$ cat src/rtl/data_mem_ctrl.sv
// data_mem_ctrl: byte-addressed data memory for the MEM stage.
// Byte/half/word loads and stores with sign/zero extension, byte-lane writes,
// alignment error reporting and a fixed access latency behind a valid/ready
// request and a single-cycle response pulse. One request in flight at a time.
module data_mem_ctrl #(
  parameter int DATA_W  = 32,
  parameter int ADDR_W  = 9,
  parameter int LATENCY = 1
) (
  input  logic              clk_i,
  input  logic              rst_i,
  input  logic              req_valid_i,
  output logic              req_ready_o,
  input  logic              req_write_i,
  input  logic [1:0]        req_size_i,
  input  logic              req_signed_i,
  input  logic [ADDR_W-1:0] req_addr_i,
  input  logic [DATA_W-1:0] req_wdata_i,
  output logic              resp_valid_o,
  output logic [DATA_W-1:0] resp_rdata_o,
  output logic              resp_err_o
);

  localparam int DEPTH = 2 ** (ADDR_W - 2);

  typedef enum logic [1:0] {
    IDLE = 2'd0,
    BUSY = 2'd1,
    RESP = 2'd2
  } state_e;

  state_e            state_q, state_d;
  logic [3:0]        cnt_q, cnt_d;

  logic              write_q;
  logic [1:0]        size_q;
  logic              signed_q;
  logic [ADDR_W-1:0] addr_q;
  logic [DATA_W-1:0] wdata_q;

  logic [DATA_W-1:0] resp_rdata_q;
  logic              resp_err_q;

  logic [DATA_W-1:0] mem [DEPTH];

  logic              accWrite;
  logic [1:0]        accSize;
  logic              accSigned;
  logic [ADDR_W-1:0] accAddr;
  logic [DATA_W-1:0] accWdata;
  logic [1:0]        accLane;
  logic [4:0]        accShift;
  logic              accErr;
  logic              enterResp;
  logic [DATA_W-1:0] rdWord;
  logic [DATA_W-1:0] rdShifted;
  logic [DATA_W-1:0] loadData;
  logic [DATA_W-1:0] laneMask;
  logic [DATA_W-1:0] mergedWord;

  // State, counter and request latch; the request fields are captured on accept
  always_ff @(posedge clk_i) begin
    if (rst_i) begin
      state_q  <= IDLE;
      cnt_q    <= 4'd0;
      write_q  <= 1'b0;
      size_q   <= 2'b00;
      signed_q <= 1'b0;
      addr_q   <= '0;
      wdata_q  <= '0;
    end else begin
      state_q <= state_d;
      cnt_q   <= cnt_d;
      if (state_q == IDLE && req_valid_i) begin
        write_q  <= req_write_i;
        size_q   <= req_size_i;
        signed_q <= req_signed_i;
        addr_q   <= req_addr_i;
        wdata_q  <= req_wdata_i;
      end
    end
  end

  // Next state: BUSY counts down the remaining latency, RESP always lasts one cycle
  always_comb begin
    state_d = state_q;
    cnt_d   = cnt_q;
    case (state_q)
      IDLE: begin
        if (req_valid_i) begin
          if (LATENCY == 1) begin
            state_d = RESP;
          end else begin
            state_d = BUSY;
            cnt_d   = 4'(LATENCY - 1);
          end
        end
      end
      BUSY: begin
        cnt_d = cnt_q - 4'd1;
        if (cnt_q == 4'd1) begin
          state_d = RESP;
        end
      end
      RESP: begin
        state_d = IDLE;
      end
      default: begin
        state_d = IDLE;
        cnt_d   = 4'd0;
      end
    endcase
  end

  // Handshake outputs follow the state directly
  always_comb begin
    req_ready_o  = (state_q == IDLE);
    resp_valid_o = (state_q == RESP);
    resp_rdata_o = resp_rdata_q;
    resp_err_o   = resp_err_q;
  end

  // With LATENCY=1 the access completes on the accept edge, before the latch
  // holds anything, so the live request fields are used while still in IDLE
  always_comb begin
    accWrite  = (state_q == IDLE) ? req_write_i  : write_q;
    accSize   = (state_q == IDLE) ? req_size_i   : size_q;
    accSigned = (state_q == IDLE) ? req_signed_i : signed_q;
    accAddr   = (state_q == IDLE) ? req_addr_i   : addr_q;
    accWdata  = (state_q == IDLE) ? req_wdata_i  : wdata_q;
    accLane   = accAddr[1:0];
    accShift  = {accLane, 3'b000};
    enterResp = (state_d == RESP);
    accErr    = (accSize == 2'b11) ||
                (accSize == 2'b01 && accLane[0]) ||
                (accSize == 2'b10 && accLane != 2'b00);
  end

  // Lane selection, extension for loads and merge of store lanes into the old word
  always_comb begin
    rdWord    = mem[accAddr[ADDR_W-1:2]];
    rdShifted = rdWord >> accShift;
    loadData  = rdWord;
    laneMask  = '1;
    case (accSize)
      2'b00: begin
        loadData = {{(DATA_W-8){accSigned & rdShifted[7]}}, rdShifted[7:0]};
        laneMask = DATA_W'(8'hFF) << accShift;
      end
      2'b01: begin
        loadData = {{(DATA_W-16){accSigned & rdShifted[15]}}, rdShifted[15:0]};
        laneMask = DATA_W'(16'hFFFF) << accShift;
      end
      default: begin
        loadData = rdWord;
        laneMask = '1;
      end
    endcase
    mergedWord = (rdWord & ~laneMask) | ((accWdata << accShift) & laneMask);
  end

  // Memory array: written on the edge that enters RESP, never cleared by reset
  always_ff @(posedge clk_i) begin
    if (!rst_i && enterResp && accWrite && !accErr) begin
      mem[accAddr[ADDR_W-1:2]] <= mergedWord;
    end
  end

  // Response data/error captured on the edge entering RESP and held until the next one
  always_ff @(posedge clk_i) begin
    if (rst_i) begin
      resp_rdata_q <= '0;
      resp_err_q   <= 1'b0;
    end else if (enterResp) begin
      resp_err_q   <= accErr;
      resp_rdata_q <= (accWrite || accErr) ? '0 : loadData;
    end
  end

endmodule

$ cat config.mk
export PLATFORM = sky130hd
export DESIGN_NAME = data_mem_ctrl
export DESIGN_NICKNAME = d
export VERILOG_FILES = /design/src/rtl/data_mem_ctrl.sv
export SDC_FILE = /design/constraint.sdc
export NUM_CORES = 2
export LEC_CHECK = 0
export BUFFER_PORTS_ARGS = -buffer_cell sky130_fd_sc_hd__buf_4
export CAP_MARGIN = 20
export CORE_UTILIZATION = 54
export DETAILED_ROUTE_END_ITERATION = 12
export HOLD_SLACK_MARGIN = 0.15
export PLACE_DENSITY = 0.7
export SLEW_MARGIN = 20
export SYNTH_ARGS = -nofsm -noshare
export SYNTH_HDL_FRONTEND = slang
export SYNTH_SLANG_ARGS = --single-unit
$ cat constraint.sdc
create_clock -name clk_i -period 14.3 [get_ports clk_i]
set_input_delay 2.86 -clock clk_i [delete_from_list [all_inputs] [get_ports clk_i]]
set_output_delay 2.86 -clock clk_i [all_outputs]
set_load 0.1 [all_outputs]
==> impl_metrics.yaml <==
status:
  outcome: "finished, final reports clean"
finish:
  drive_gt1_frac: 0.130
  nets: 10087
  n_fill_cell: 20583
  design_area_um2: 178000
  area_growth_pct: 13.0
  fin_util: 0.613
yosys:
  synth_area_um2: 158000
  syn_inst: 9875
  synth_ff_type: "edfxtp_1"
  avgSynthCellArea_um2: 16.0
  yosysUniqueCellTypes: 80
  synth_nets: 9925
  synth-edff-count: 4096
  ys_ff_latch: 4180
  seq_area_frac_synth: 0.790
  yosysWarnings: 0
  synthArstFlopShare: 0
drt:
  post_drt_wl_per_cell_um: 38.4
  vias: 103643
  final_antenna_net_count: 0
  post-route-drc-count: 0
  via_per_inst: 7.26
  dr.pass1.iters: 8
  routed_wl_mm: 548
  drtIter0Drc: 19548
global_route:
  grt_max_degree: 132
  grt_pass1_wl_mm: 750
  overflow: 0
  antenna_found_initial: 38
  grtUsageTotal: 0.366
  grt_pass1_vias: 97130
critical_path:
  crit_buf_inv: 6
  crit_family: "simple AND/OR/NAND/NOR gates"
  crit_top_cell: "buf_4"
  max_stage_delay_ps: 1020
  path_max_fanout: 112
  crit_type: "in -> reg"
  slowest_stage: "nor4_1"
  cp-end-kind: "register"
  crit_chain: "buf_4, or3b_4, buf_4, nand2_8, buf_4, buf_4, a211oi_1, nor4_1, buf_4, o22a_1, o221ai_1, nor4_1, nand3_1, o22ai_4, buf_6"
  startpoint_type: "primary input"
  worstPathRequired_ps: 14870
  crit_arrival_ps: 10420
die:
  die_h_um: 543
  io_pins: 83
  dieArea_um2: 294000
  core_um2: 291000
  die_x_um: 543
  num_rows: 198
  initial_core_util: 0.542
power:
  switching_power_uw: 6680
  p_per_area_nw_per_um2: 152
  vdd_drop_max_v: 0.000180
  switching_share: 0.246
  p_int_uw: 20500
  pwr-share-seq: 0.519
  p_clk_frac: 0.383
  share_comb_of_total_power: 0.098
  p_leak_uw: 0.0560
clock_tree:
  hold_buffers: 0
  postCtsSetupBuffers: 0
  clock_latency_ps: 950
  post_cts_resized: 0
  cts-buffers-inserted: 396
  cts_tree: "done"
  clockBufferDepth: 4
  numClockSinks: 4180
  path_clk_slew_ps: 60
  root_buffer: "clkbuf_16"
  h-tree-depth: 5
sta:
  period_minus_slack_ps: 9850
  timing.final.crit_share: 0.689
  setup_viol: 0
  slew_headroom: 0.0890
  fin_tns_setup_ps: 0
  slew_viol_final: 0
  whs_ps: 453
  clock_skew_ps: 64.3
  hold_viol: 0
  worst_pin_slew_ps: 1350
  timing.fmax_mhz: 102
  rsz0062_at_grt: "no"
placement:
  hpwlAfterDp_mm: 288
  gp_congestion: 0.996
  postPlaceCellArea_um2: 165000
  portBuffers: 82
job:
  cap_violations: 0
worst_hold_path:
  hp-class: "reg -> reg"
## worst min-delay path, cell delays in order (launching register included)
cell and delay (ps):
dfxtp_1 300, nand2_1 50, a21oi_1 50
## layer usage
metal / vias to the layer above / track usage / wire length [um] / part of all wire
li1: 40630 / - / - / -
met1: 51297 / 0.479 / 179000 / 0.33
met2: 9659 / 0.535 / 237000 / 0.43
met3: 2031 / 0.104 / 88800 / 0.16
met4: 26 / 0.241 / 43200 / 0.079
met5: - / 0.00263 / 295 / 0.00054
## power by group through the flow
| stage | clock [uW] | sequential, uW | combinational (uW) |
|---|---|---|---|
| global placement | 0 | 14400 | 2440 |
| CTS | 10400 | 14100 | 2540 |
| finish | 10400 | 14100 | 2660 |
| floorplan | 0 | 14600 | 1260 |
| global route | 10800 | 14100 | 2700 |
| detailed placement | 0 | 14400 | 2530 |
## cells in the mapped netlist, types with 166 or more instances
| library cell | count | share of area |
|---|---|---|
| a211oi_1 | 331 | 0.016 |
| a21oi_1 | 202 | 0.0064 |
| and3_1 | 308 | 0.012 |
| buf_2 | 225 | 0.0071 |
| clkbuf_1 | 367 | 0.0087 |
| edfxtp_1 | 4096 | 0.78 |
| mux2i_1 | 206 | 0.013 |
| nand2_1 | 844 | 0.020 |
| nand3_1 | 227 | 0.0072 |
| nor2_1 | 278 | 0.0066 |
| nor3_1 | 367 | 0.012 |
| o221ai_1 | 166 | 0.0092 |
| o22ai_1 | 1115 | 0.044 |
## stage by stage
stage | total power [uW] | setup WS (ps) | std cells
3_3_place_gp | 16800 | 3820 | 13529
3_5_place_dp | 16900 | 3680 | 13536
4_1_cts | 27000 | 4630 | 14257
6_report | 27200 | 4450 | 14281
2_1_floorplan | 15900 | 2700 | 9875
5_1_grt | 27600 | 4500 | 14261
## placed cells by master, fill, tap and decap left out, types with 12 or more instances in the layout
cell type / instances
o311ai_0: 15
dfxtp_1: 84
clkbuf_16: 402
a32oi_1: 75
o41ai_1: 88
a21oi_1: 189
clkbuf_1: 67
buf_12: 28
o21ai_4: 21
a211o_1: 14
or3_1: 14
bufinv_16: 38
o21ai_0: 131
a31oi_1: 138
o221ai_1: 166
a222oi_1: 39
a211oi_1: 329
buf_4: 466
nor2b_1: 18
and3_1: 308
nand2_1: 842
mux2i_1: 202
o32ai_1: 25
clkinv_2: 80
o22ai_1: 1110
nor2_4: 130
nor4_1: 80
clkinvlp_4: 16
nor3_1: 363
edfxtp_1: 4096
nor2_1: 149
nand4_1: 17
nand3_1: 219
o31ai_1: 12
diode_2: 21
clkinv_1: 90
## kinds of logic after synthesis
| group | after synthesis | share of synthesized area |
|---|---|---|
| compound gates | 2519 | 0.109 |
| fa+ha+maj | 2 | 0.000159 |
| buf+inv | 754 | 0.0212 |
| flops | 4180 | 0.790 |
| mux | 221 | 0.0143 |
| simple gates | 2199 | 0.0651 |
## sequential cells by signal, summed over array words and instances, names as in the netlist
name / flops
signed_q: 1
size_q: 2
resp_rdata_o: 32
mem: 4096
wdata_q: 32
state_q: 2
addr_q: 9
write_q: 1
resp_err_o: 1
cnt_q: 4
## final cells by class
type / instances / area (um^2) / area share
Tap cell: 3900 / 4880 / 0.0274
Clock inverter: 247 / 2260 / 0.0127
Clock buffer: 474 / 10400 / 0.0582
Inverter: 8 / 30.0 / 0.000168
Antenna cell: 21 / 52.6 / 0.000295
Sequential cell: 4180 / 125000 / 0.700
Multi-Input combinational cell: 4941 / 31700 / 0.178
Timing Repair Buffer: 510 / 4270 / 0.0240
## path summary, 6_finish.rpt
check | from | to | slack (ps) | cells past startpoint
worst max register to register | state_q[1] | mem[78][3] | 5740 | 16
worst min-delay path | wdata_q[29] | wdata_q[29] | 450 | 2
worst min register to register | wdata_q[29] | wdata_q[29] | 450 | 2
worst max-delay path | req_addr_i[2] | mem[32][0] | 4450 | 15
Power figures use the tool's default switching activity.
